### config.mk
export PLATFORM = sky130hd
export DESIGN_NAME = e_s_mmio
export DESIGN_NICKNAME = d
export VERILOG_FILES = /design/src/rtl/e_s_mmio.sv
export SDC_FILE = /design/constraint.sdc
export NUM_CORES = 1
export LEC_CHECK = 0
export BUFFER_PORTS_ARGS = -buffer_cell sky130_fd_sc_hd__buf_2
export CAP_MARGIN = 15
export CORE_MARGIN = 2
export CORE_UTILIZATION = 55
export CTS_BUF_LIST = sky130_fd_sc_hd__clkbuf_8
export DETAILED_ROUTE_END_ITERATION = 10
export PLACE_DENSITY = 0.8
export SLEW_MARGIN = 15
export SYNTH_ARGS = -nofsm -noshare
export SYNTH_HDL_FRONTEND = slang
export SYNTH_SLANG_ARGS = --single-unit
### constraint.sdc
create_clock -name clk -period 2.8 [get_ports clk]
set_clock_uncertainty 0.1 [all_clocks]
set_input_delay 0.42 -clock clk [delete_from_list [all_inputs] [get_ports clk]]
set_output_delay 0.42 -clock clk [all_outputs]
set_load 0.05 [all_outputs]
### src/rtl/e_s_mmio.sv
// Memory-mapped I/O block: a 16-byte register window at the top of the CPU
// address space. It holds output channel registers, debounced input
// channels, sticky change events, an interrupt mask and an ID register.
module e_s_mmio #(
  parameter int DATA_W     = 16,
  parameter int ADDR_W     = 16,
  parameter int N_OUT      = 2,
  parameter int N_IN       = 2,
  parameter int DEB_CYCLES = 4
) (
  input  logic                    clk,
  input  logic                    reset,
  input  logic [ADDR_W-1:0]       addr,
  input  logic                    we,
  input  logic [DATA_W-1:0]       wdata,
  output logic [DATA_W-1:0]       rdata,
  output logic                    ce,
  input  logic [N_IN*DATA_W-1:0]  botones,
  output logic [N_OUT*DATA_W-1:0] leds,
  output logic                    irq
);

  localparam int CW = $clog2(DEB_CYCLES + 1);
  // The counter loads on the DEB_CYCLES-th differing edge, so it only ever
  // reaches DEB_CYCLES-1 before clearing.
  localparam logic [CW-1:0] CNT_LAST = CW'(DEB_CYCLES - 1);
  localparam logic [15:0] ID_RAW = {8'(N_OUT), 8'(N_IN)};
  localparam logic [DATA_W-1:0] ID_VAL = DATA_W'(ID_RAW);

  localparam logic [3:0] OFF_STATUS = 4'd12;
  localparam logic [3:0] OFF_MASK   = 4'd13;
  localparam logic [3:0] OFF_ID     = 4'd14;

  logic            sel;
  logic [3:0]      off;
  logic            wr;

  logic [DATA_W-1:0] out_reg   [N_OUT];
  logic [DATA_W-1:0] sync1_reg [N_IN];
  logic [DATA_W-1:0] sync2_reg [N_IN];
  logic [DATA_W-1:0] deb_reg   [N_IN];
  logic [CW-1:0]     cnt_reg   [N_IN];

  logic [N_IN-1:0] deb_load;
  logic [N_IN-1:0] status_reg;
  logic [N_IN-1:0] mask_reg;
  logic [N_IN-1:0] w1c;
  logic            irq_reg;

  assign sel = &addr[ADDR_W-1:4];
  assign ce  = ~sel;
  assign off = addr[3:0];
  assign wr  = sel & we;

  genvar gi;

  // Output channel registers, one per implemented OUT offset.
  generate
    for (gi = 0; gi < N_OUT; gi++) begin : g_out
      // Capture CPU writes addressed to this channel.
      always_ff @(posedge clk) begin
        if (reset) begin
          out_reg[gi] <= '0;
        end else if (wr && off == 4'(gi)) begin
          out_reg[gi] <= wdata;
        end
      end
      assign leds[gi*DATA_W +: DATA_W] = out_reg[gi];
    end
  endgenerate

  // Input channels: two-flop synchronizer followed by a stability counter.
  generate
    for (gi = 0; gi < N_IN; gi++) begin : g_in
      assign deb_load[gi] = (sync2_reg[gi] != deb_reg[gi]) && (cnt_reg[gi] == CNT_LAST);

      // Synchronize the pin and accept it once it differs for DEB_CYCLES edges.
      always_ff @(posedge clk) begin
        if (reset) begin
          sync1_reg[gi] <= '0;
          sync2_reg[gi] <= '0;
          deb_reg[gi]   <= '0;
          cnt_reg[gi]   <= '0;
        end else begin
          sync1_reg[gi] <= botones[gi*DATA_W +: DATA_W];
          sync2_reg[gi] <= sync1_reg[gi];
          if (sync2_reg[gi] != deb_reg[gi]) begin
            if (cnt_reg[gi] == CNT_LAST) begin
              deb_reg[gi] <= sync2_reg[gi];
              cnt_reg[gi] <= '0;
            end else begin
              cnt_reg[gi] <= cnt_reg[gi] + 1'b1;
            end
          end else begin
            cnt_reg[gi] <= '0;
          end
        end
      end
    end
  endgenerate

  assign w1c = (wr && off == OFF_STATUS) ? wdata[N_IN-1:0] : '0;

  // Sticky events (a new event beats a same-edge clear), mask and registered irq.
  always_ff @(posedge clk) begin
    if (reset) begin
      status_reg <= '0;
      mask_reg   <= '0;
      irq_reg    <= 1'b0;
    end else begin
      status_reg <= (status_reg & ~w1c) | deb_load;
      if (wr && off == OFF_MASK) begin
        mask_reg <= wdata[N_IN-1:0];
      end
      irq_reg <= |(status_reg & mask_reg);
    end
  end

  assign irq = irq_reg;

  // Read mux; unimplemented offsets and accesses outside the window return 0.
  always_comb begin
    rdata = '0;
    if (sel) begin
      for (int k = 0; k < N_OUT; k++) begin
        if (off == 4'(k)) rdata = out_reg[k];
      end
      for (int k = 0; k < N_IN; k++) begin
        if (off == 4'(k + 8)) rdata = deb_reg[k];
      end
      case (off)
        OFF_STATUS: rdata = DATA_W'(status_reg);
        OFF_MASK:   rdata = DATA_W'(mask_reg);
        OFF_ID:     rdata = ID_VAL;
        default:    ;
      endcase
    end
  end

endmodule

After elaboration in Yosys (flattened, before gate mapping):

Memories as Yosys holds them, arrays and structs flattened.
Index checks and enable logic that the tools add are counted.
W data, S select, Z words.

* memories kept: 5
* bits in registers: 5
* word-level logic and storage cells: 101
* output and inout bits: 50
* input port bits: 67
* bits in writable memories: 134

* $add $sub $neg: 2
* mux-type cells: 52
* bitwise logic cells: 20
* equality and inequality tests: 10
* reduce and logical (&&, ||, !) cells: 9

Memory list
* deb_reg: depth 2, bits a word 16, read ports 2, clocked after memory_dff 0, wr ports 2, RTL line 41 `logic [DATA_W-1:0] deb_reg [N_IN];`
* out_reg: depth 2, bits a word 16, read ports 2, clocked after memory_dff 0, wr ports 2, RTL line 38 `logic [DATA_W-1:0] out_reg [N_OUT];`
* sync1_reg: depth 2, bits a word 16, read ports 2, clocked after memory_dff 0, wr ports 2, RTL line 39 `logic [DATA_W-1:0] sync1_reg [N_IN];`
* sync2_reg: depth 2, bits a word 16, read ports 2, clocked after memory_dff 0, wr ports 2, RTL line 40 `logic [DATA_W-1:0] sync2_reg [N_IN];`
* cnt_reg: depth 2, bits a word 3, read ports 2, clocked after memory_dff 0, wr ports 2, RTL line 42 `logic [CW-1:0] cnt_reg [N_IN];`

Operator list (number)
* $mux W16: 13
* $pmux W16 S3: 1
* $ne A16 B16 Y1: 2
* $mux W1: 31
* $eq A4 B4 Y1 const B: 5
* $mux W3: 6
* $or A1 B1 Y1: 14
* $reduce_and A12 Y1: 1
* $add A3 B1 Y3 const B: 2
* $eq A3 B2 Y1 const B: 2
* $logic_and A1 B1 Y1: 6
* $and A2 B2 Y2: 2
* $eq A4 B1 Y1 const B: 1
* $logic_not A4 Y1: 1
* $mux W2: 1
* $not A2 Y2: 1
* $or A2 B2 Y2: 1
* $reduce_or A2 Y1: 1
* $and A1 B1 Y1: 1
* $not A1 Y1: 1

Depth between registers and ports, before layout:

* depth in word-level cells: 8
* depth in mapped cells: 6
* depth with buffers taken out: 4

Least setup slack after synthesis:

OpenSTA, ideal clock, no wires.

* kind: input port to output port
* start point: input addr[3]
* end point: output rdata[0]
* slack: -0.214 ns
* stages on the path: 5
* required time: 2.280 ns
* path buffers: 3
* arrival: 2.494 ns
* cells stage by stage: buf_2 clkbuf_1 clkbuf_1 a22oi_1 a311oi_1

* word-level cells in the longest chain between the ends: 7
* elaborated cells on any way between the ends: 13
* classes of those cells: eq/ne (6); mux (6); reduce/logical (1)

RTL lines
* start, declared: RTL line 13 `input logic [ADDR_W-1:0] addr,`
* $logic_not A4 Y1: RTL line 126 `if (off == 4'(k)) rdata = out_reg[k];`
* $mux W16 (2 in a row): RTL line 126
* $mux W16 (2 in a row): RTL line 129 `if (off == 4'(k + 8)) rdata = deb_reg[k];`
* $pmux W16 S3 (*): RTL line 131 `case (off)`
* $mux W16 (*): RTL line 124 `if (sel) begin`
* end, declared: RTL line 16 `output logic [DATA_W-1:0] rdata,`

Every way passes the cells marked *; elsewhere a longest branch is shown, timed or not.

Worst setup path in the final report:

* start point: input addr[0]
* end point: output rdata[8]

Same word-level chain as after synthesis.

==> impl_metrics.csv <==
group,metric,value,unit
synthesis,async_flop_share,0,
die,fp.dieW,107,µm
clocking,ctsLongestPathBuffers,2,
synthesis,synth_ff_type,"edfxtp_1",
sta,period_minus_slack,2460,ps
placement,dp_slack,384,ps
finish,drive_above_1_share,0.295,
global_route,grt_pass1_wl,21.0,mm
die,core-area,10300,µm²
clocking,insertion_delay,440,ps
placement,port_buffers,116,
synthesis,ys_ff_latch,139,
synthesis,synth_compound_area_frac,0.0804,
die,die_h,107,µm
sta,setup_viol,0,
power_and_ir_drop,power_frac_comb,0.085,
synthesis,synth-seq-area-share,0.600,
synthesis,postSynthAreaPerCell,11.9,µm²
finish,areaGrowthSynthToFinish,21.2,%
synthesis,synth.most_common_cell,"edfxtp_1",
sta,relSlewSlack,0.550,
power_and_ir_drop,pwr-share-clk,0.409,
global_route,grt_pass1_vias,4023,
global_route,grt_usage,0.251,
clocking,cts_tree,"yes",
worst_setup_path,crit_path_max_fanout,16,
synthesis,syn_area,5810,µm²
clocking,ctsHtreeMaxLevel,4,
synthesis,ys_top_cells_by_count,"70 x edfxtp_1, 69 x dfxtp_1, 66 x nor2b_1, 33 x nor3b_1",
finish,nets,682,
worst_setup_path,r2r-start,"deb_reg[0][2]",
die,dieArea,11400,µm²
global_route,grt_max_degree,49,
die,start_util,0.565,
worst_setup_path,r2r_setup_slack,790,ps
worst_setup_path,cp-start-kind,"input port",
synthesis,synthTopCellsByArea,"edfxtp_1 36%, dfxtp_1 24%, nor2b_1 7.1%, xnor2_1 4.8%, nor3b_1 4.3%",
synthesis,yosysUniqueCellTypes,42,
sta,worst_slack,345,ps
worst_setup_path,r2r_end,"deb_reg[0][15]",
global_route,antenna_found_initial,0,
worst_setup_path,worstPathArrival,1940,ps
synthesis,synth_enable_flop_cells,70,
routing,dr.pass1.iters,4,
finish,antenna_cells,0,
synthesis,synth_top_area_share,0.362,
power_and_ir_drop,p_leak,2.74,nW
sta,rsz0062_at_grt,"no",
clocking,holdBufCountCts,0,
finish,fill_cells,792,
power_and_ir_drop,vdd_ir_drop_max,0.000390,V
synthesis,synth-simple-area-share,0.226,
synthesis,syn_inst,487,
routing,drt_iter0_drc,322,
worst_hold_path,worst_hold_startpoint,"botones[28]",
sta,slew_viol_final,0,
status,status,"finished clean",
routing,drt-total-wl,13.7,mm
die,pin_count,117,
routing,detail-route-antenna-nets,0,
worst_hold_path,min_path_cells,2,
worst_setup_path,cp_data_required_time,2280,ps
routing,drc,0,
global_route,grt_overflow_total,0,
worst_setup_path,critPathCaptureType,"output pin",
synthesis,synthAdderAreaFrac,0.00862,
synthesis,synth_mux_area_frac,0.00690,
synthesis,synth_top_family_by_area,"simple AND/OR/NAND/NOR gates",
job,maxCapViolCount,0,
power_and_ir_drop,switching_share,0.229,
placement,dp_hpwl,10.5,mm
power_and_ir_drop,internal_power,0.00352,W
worst_hold_path,holdCritPathClass,"input port to flop",
power_and_ir_drop,power_frac_seq,0.506,
placement,gp_congestion,0.949,
sta,timing.fmax,0.407,GHz
worst_setup_path,critical_path_class,"input port to output pin",
clocking,cts_buffers,17,
sta,finalHoldViolations,0,
sta,fin_setup_tns,0,ps
routing,wire_per_inst,18.1,µm
clocking,clk_pin_slew,70,ps
synthesis,synth.largest_area_cell,"edfxtp_1",
die,rows,37,
clocking,post_cts_buffers,0,
power_and_ir_drop,powerDensity,649,nW/µm²
power_and_ir_drop,power_switching,0.00105,W
clocking,cts_sinks,139,
routing,vias,4065,
synthesis,synth_xor_area_frac,0.0483,
sta,fin_crit_sh,0.877,
sta,tightestPinTransition,675,ps
clocking,cts_root_buffer,"clkbuf_8",
synthesis,yosysWarnings,0,
worst_hold_path,whs_endpoint,"sync1_reg[1][12]",
worst_setup_path,worstRegToRegCells,5,
clocking,cts_resized,0,
routing,vias_per_cell,5.35,
[logic make-up after synthesis]
group | Yosys count
muxes | 4
buffers and inverters | 38
adders and majority gates | 4
DFF | 139
AOI/OAI and AO/OA | 68
xor gates and xnor gates | 32
other | 1
and+or+nand+nor | 201
[worst max-delay path by stage]
stage,startpoint,endpoint,slack (ps),cells past startpoint
3_3_place_gp,addr[0],rdata[11],430,7
2_1_floorplan,addr[3],rdata[0],-210,5
3_5_place_dp,addr[0],rdata[8],380,7
4_1_cts,addr[0],rdata[8],380,7
6_report,addr[0],rdata[8],340,7
5_1_grt,addr[0],rdata[6],280,7
[cell usage in the layout, fill, tap and decap left out, types with 16 or more instances in the layout]
cell type	n
o21ai_0	20
dfxtp_1	69
clkbuf_8	20
xnor2_1	32
and2_1	32
nor2b_1	66
nand2_1	16
buf_2	116
nor3b_1	33
edfxtp_1	70
[layout make-up]
class                   count  area (µm²)  share of cell area
well taps                 136         170              0.0242
inverters                   7        26.3             0.00374
clock buffers              20         275              0.0391
multi-input cells         315        2190               0.312
clock inverters            12         193              0.0274
flip-flops and latches    139        3480               0.495
repair buffers            131         693              0.0985
[worst max-delay path: stages]
cell,delay [ps]
buf_2,240
nor4b_2,260
buf_4,240
nand2_1,130
a2bb2oi_1,190
o21a_1,170
buf_2,280
[layer usage]
layer  vias up  wire length [µm]  global-route usage
li1       1952                 -                   -
met1      1904              5390               0.291
met2       170              6770               0.423
met3        39               781              0.0523
met4         0               802               0.161
met5         -                 0                   0
[power by group through the flow]
stage          registers, W  logic [W]  clock network (W)
2_1_floorplan       0.00241   0.000179                  0
5_1_grt             0.00231   0.000421            0.00199
3_5_place_dp        0.00235   0.000389                  0
3_3_place_gp        0.00235   0.000380                  0
4_1_cts             0.00231   0.000391            0.00190
6_report            0.00231   0.000389            0.00187
[through the flow]
step	instance area, µm²	hold WS (ps)	power (W)	std cells	utilization
floorplan	5830	314	0.00259	492	-
global placement	6570	318	0.00273	728	0.639
detailed placement	6570	321	0.00274	728	0.639
CTS	7030	70.2	0.00459	760	0.684
global route	7030	70.1	0.00472	760	0.684
finish	7030	90.5	0.00457	760	0.684
Power figures use the tool's default switching activity.
